===== config.mk =====
export PLATFORM = sky130hd
export DESIGN_NAME = if_fetch
export DESIGN_NICKNAME = d
export VERILOG_FILES = /design/src/rtl/cpu_defs_pkg.sv /design/src/rtl/if_id_reg.sv /design/src/rtl/if_fetch.sv
export SDC_FILE = /design/constraint.sdc
export NUM_CORES = 1
export LEC_CHECK = 0
export CAP_MARGIN = 20
export CORE_MARGIN = 8
export CORE_UTILIZATION = 43
export CTS_BUF_LIST = sky130_fd_sc_hd__clkbuf_8
export DETAILED_ROUTE_END_ITERATION = 10
export PLACE_DENSITY = 0.77
export SETUP_SLACK_MARGIN = 0.02
export SLEW_MARGIN = 20
export SYNTH_ARGS = -nofsm -noshare
export SYNTH_HDL_FRONTEND = slang
export SYNTH_HIERARCHICAL = 1
export SYNTH_SLANG_ARGS = --single-unit

===== constraint.sdc =====
create_clock -name clk -period 2.17 [get_ports clk]
set_input_delay 0.434 -clock clk [delete_from_list [all_inputs] [get_ports clk]]
set_output_delay 0.434 -clock clk [all_outputs]
set_load 0.02 [all_outputs]

===== src/rtl/cpu_defs_pkg.sv =====
// Shared definitions for the MIPS core front end: nop encoding, default
// reset vector and the fetch FSM state encodings.
package cpu_defs;

   localparam logic [31:0] NOP_INST     = 32'h0000_0000;
   localparam logic [31:0] RESET_PC_DEF = 32'h0000_0000;

   localparam logic [1:0] S_BOOT  = 2'd0;
   localparam logic [1:0] S_RUN   = 2'd1;
   localparam logic [1:0] S_STALL = 2'd2;

endpackage


===== src/rtl/if_id_reg.sv =====
// IF/ID pipeline register. Priority: rst > bubble > hold > load.
// A bubble still records the fetch PC so the squashed slot keeps a
// meaningful id_pc / id_pc4.
module if_id_reg
   import cpu_defs::*;
(
   input  logic        clk,
   input  logic        rst,
   input  logic        load,
   input  logic        hold,
   input  logic        bubble,
   input  logic [31:0] inst,
   input  logic [31:0] pc,
   input  logic [31:0] pc4,
   output logic        id_valid,
   output logic [31:0] id_inst,
   output logic [31:0] id_pc,
   output logic [31:0] id_pc4
);

   // Register update with reset, squash, hold and normal load.
   always_ff @(posedge clk) begin
      if (rst) begin
         id_valid <= 1'b0;
         id_inst  <= NOP_INST;
         id_pc    <= 32'h0;
         id_pc4   <= 32'h0;
      end else if (bubble) begin
         id_valid <= 1'b0;
         id_inst  <= NOP_INST;
         id_pc    <= pc;
         id_pc4   <= pc4;
      end else if (hold) begin
         id_valid <= id_valid;
         id_inst  <= id_inst;
         id_pc    <= id_pc;
         id_pc4   <= id_pc4;
      end else if (load) begin
         id_valid <= 1'b1;
         id_inst  <= inst;
         id_pc    <= pc;
         id_pc4   <= pc4;
      end
   end

endmodule


===== src/rtl/if_fetch.sv =====
// Instruction-fetch stage: PC register, next-PC selection, boot/run/stall
// FSM and the IF/ID register feeding decode.
// Build option: IF_DELAY_SLOT_EN keeps the word fetched alongside a taken
// redirect (MIPS branch delay slot) instead of squashing it.
module if_fetch
   import cpu_defs::*;
#(
   parameter logic [31:0] RESET_PC = RESET_PC_DEF,
   parameter int          IM_AW    = 10
) (
   input  logic        clk,
   input  logic        rst,
   output logic [31:0] im_addr,
   input  logic [31:0] im_inst,
   input  logic        stall_i,
   input  logic        redirect_i,
   input  logic [31:0] redirect_pc_i,
   output logic        id_valid,
   output logic [31:0] id_inst,
   output logic [31:0] id_pc,
   output logic [31:0] id_pc4
);

   // The memory indexes pc[IM_AW+1:2]; the address must fit in 32 bits.
   if (IM_AW < 1 || IM_AW > 30) begin : g_aw_check
      $error("if_fetch: IM_AW out of range");
   end

   logic [31:0] pc;
   logic [31:0] pc_plus4;
   logic [31:0] pc_next;
   logic [1:0]  state;
   logic [1:0]  state_next;
   logic        stall_eff;
   logic        hold;
   logic        bubble;

   assign im_addr  = pc;
   assign pc_plus4 = pc + 32'd4;

   // The boot fetch always proceeds: nothing is in decode yet to hazard on.
   assign stall_eff = stall_i && (state != S_BOOT);

   // A redirect overrides a stall; the squash is dropped in delay-slot builds.
   assign hold = stall_eff && !redirect_i;
`ifdef IF_DELAY_SLOT_EN
   assign bubble = 1'b0;
`else
   assign bubble = redirect_i;
`endif

   // Next-PC select: redirect target (word aligned), hold, or sequential.
   always_comb begin
      pc_next = pc_plus4;
      if (redirect_i)
         pc_next = redirect_pc_i & ~32'h3;
      else if (stall_eff)
         pc_next = pc;
   end

   // Fetch FSM transitions.
   always_comb begin
      state_next = S_RUN;
      case (state)
         S_BOOT:  state_next = S_RUN;
         S_RUN,
         S_STALL: state_next = hold ? S_STALL : S_RUN;
         default: state_next = S_RUN;
      endcase
   end

   // PC and FSM state registers.
   always_ff @(posedge clk) begin
      if (rst) begin
         pc    <= RESET_PC;
         state <= S_BOOT;
      end else begin
         pc    <= pc_next;
         state <= state_next;
      end
   end

   if_id_reg u_if_id_reg (
      .clk      (clk),
      .rst      (rst),
      .load     (1'b1),
      .hold     (hold),
      .bubble   (bubble),
      .inst     (im_inst),
      .pc       (pc),
      .pc4      (pc_plus4),
      .id_valid (id_valid),
      .id_inst  (id_inst),
      .id_pc    (id_pc),
      .id_pc4   (id_pc4)
   );

endmodule

==> run summary <==
fmax -> 478.6 MHz
fin crit share -> 96.30%
status -> finished, final reports clean
Cells on Worst Hold Path -> 3
DRC violations left -> 0
max_cap viols -> 0
R2R cell count -> 6
Core Area -> 0.01388 mm^2
gpl congestion -> 0.8367
proportion of layout cells with a drive suffix above 1 -> 13.26%
PD cells -> 646.9 mW/mm^2
post-DR vias/cell -> 5.352
Post-Synthesis Cells -> 731
slowest cell on the critical path -> clkdlybuf4s50_1
Slew Viols, Final -> 0
hold endpoint -> im_addr[11]
Unique masters post-synth -> 45
crit-path cells -> clkdlybuf4s50_1
crit-path max FO -> 7
ys flop type -> dfxtp_1
Top delay family on crit path -> buffers and inverters
reg2reg start -> im_addr[5]
yosys warns -> 6
most common cell in the netlist -> dfxtp_1
diode count -> 0
clk_skew -> 0.008067 ns
CTS root buffer -> clkbuf_8
CTS Buffer Depth -> 2
Post-synth EDFFs -> 0
type of the worst setup path -> reg2out
register area share after synthesis -> 42.33%
R2R Path End -> im_addr[27]
Worst R2R Setup Slack -> 0.16 ns
setup violators final -> 0
maximum vdd drop -> 0.4434 mV
Hold Fails Final Rpt -> 0
vias in the first global route -> 5724
crit path buf inv count -> 1
Yosys top cell area share -> 42.33%
I/O Buffers -> 192
post-synth top area cell -> dfxtp_1
Post-synth ARST share -> 0%
slew margin rel. -> 34.08%
Avg WL per Cell -> 17.17 um
Hold Crit Class -> in2reg
Total GRT Usage -> 20.89%
drt pass-1 iters -> 5
Final min period -> 2.090 ns
Worst Setup End Kind -> output port
Post-Syn Area -> 0.006101 mm^2
row cnt -> 43
largest net degree at the start of global routing -> 98
Area Growth Syn to Fin -> 43.97%
Starting DRT DRC Count -> 515
hold path startpoint -> redirect_i
IO Pins -> 197
total congestion overflow -> 0
Die W -> 135.1 um
CTS tree -> done
top cells by count, synth -> 129 x dfxtp_1, 101 x nand2_1, 79 x a21oi_1
leakage -> 0.003158 uW
setup repair after global routing missed its margin -> yes
required time worst endpoint -> 1.74 ns
Clock Sinks -> 129
CP max stage delay -> 0.71 ns
HPWL after detailed placement -> 13.50 mm
Total Wirelength -> 19.28 mm
Chip Height -> 135.1 um
Worst-Skew Late Latency -> 0.44 ns
Initial Util -> 43.95%
Final Util -> 63.28%
Post-CTS Setup Inserts -> 0
top cells by area, synth -> dfxtp_1 42%, nand3b_1 8.0%, a21oi_1 6.5%
Clock transition at path regs -> 0.07 ns
via count -> 6010
worst slew pin tran -> 0.9888 ns
#FFs+latches synth -> 129
CTS buffer count -> 17
Final nets -> 1001
mean post-synth cell area -> 8.346 um^2
WP data arrival -> 1.66 ns
first-pass GRT wire length -> 30.76 mm
Max H-tree Level -> 4
non-filler cells, final -> 1123
Die Footprint -> 0.01826 mm^2
startpoint types -> flip-flop
antenna viol nets, final -> 0
initial antenna violation count -> 0
Post-Place Cells -> 1092
==> layer usage <==
layer | vias to the layer above | part of all wire (%) | wire, um | GRT usage (%)
li1 | 2943 | - | - | -
met1 | 2791 | 46 | 8943 | 28.50
met2 | 242 | 43 | 8340 | 30.87
met3 | 34 | 7.8 | 1503 | 5.386
met4 | 0 | 2.6 | 497 | 7.958
met5 | - | 0 | 0 | 0
==> kinds of logic (layout without fill, tap and decap cells) <==
group                      count (synthesis)  after routing  share of synthesized area (%)
AOI/OAI and AO/OA                        201            201                          19.40
xor gates and xnor gates                  47             47                          6.747
adders and majority gates                  2              2                         0.4101
buffers and inverters                     75            281                          6.358
DFF                                      129            129                          42.33
other                                      2              8                         0.1231
and+or+nand+nor                          275            275                          24.63
==> report_power, final <==
group / internal, uW / switching (uW)
sequential: 2490 / 98.6
clock: 1150 / 896
combinational: 504 / 553
total: 4140 / 1550
==> cell usage in the layout, fill, tap and decap left out, types with 8 or more instances in the layout <==
cell / count
clkbuf_8: 22
conb_1: 8
xnor2_1: 25
a211oi_1: 13
a21oi_1: 79
nand3b_1: 65
xor2_1: 22
nand4_1: 15
nor2_1: 33
a21oi_2: 29
nand2_1: 101
inv_1: 11
nand3_1: 11
o21ai_1: 9
dfxtp_1: 126
o21ai_0: 61
clkdlybuf4s50_1: 188
buf_4: 45
nor3_1: 12
==> flip-flops by register name, summed over array words and instances, names as in the netlist <==
register              cells
state                     2
u_if_id_reg/id_inst      32
u_if_id_reg/id_valid      1
u_if_id_reg/id_pc4       32
im_addr                  30
u_if_id_reg/id_pc        32
==> through the flow <==
step                power (uW)  TNS (ns)  worst slack, ns  hold WS, ns  instance area [um^2]
floorplan                 3163         0           0.1592       0.5108                  6123
global placement          3679         0          0.01583       0.4426                  8369
detailed placement        3687  -0.01710         -0.01710       0.4529                  8369
CTS                       5731         0          0.02231       0.3432                  8762
global route              5951         0         0.009526       0.3522                  8783
finish                    5682         0          0.08036       0.3632                  8783
==> worst max-delay path by stage <==
| stage | start | end | slack (ns) | cells after the start |
|---|---|---|---|---|
| 3_5_place_dp | stall_i | im_addr[17] | -0.02 | 5 |
| 6_report | im_addr[19] | im_addr[19] | 0.08 | 1 |
| 3_3_place_gp | stall_i | im_addr[17] | 0.02 | 5 |
| 4_1_cts | im_addr[11] | im_addr[11] | 0.02 | 2 |
| 2_1_floorplan | state[0] | u_if_id_reg/id_inst[0] | 0.16 | 12 |
| 5_1_grt | im_addr[5] | im_addr[27] | 0.01 | 6 |
==> area by class of cell <==
class	instances	area, um^2
Fill cell	1196	5097
Multi-Input combinational cell	533	3181
Sequential cell	129	2586
Timing Repair Buffer	241	2365
Clock buffer	22	302.8
Tap cell	180	225.2
Clock inverter	9	90.09
Inverter	9	33.78
==> repair_timing <==
| item | 4_1_cts | 5_1_grt |
|---|---|---|
| hold buffers | 0 | 0 |
| resized for setup | 0 | 8 |
| setup endpoints to repair | 0 | 9 |
Note: power is estimated with default switching activity, not from simulation.
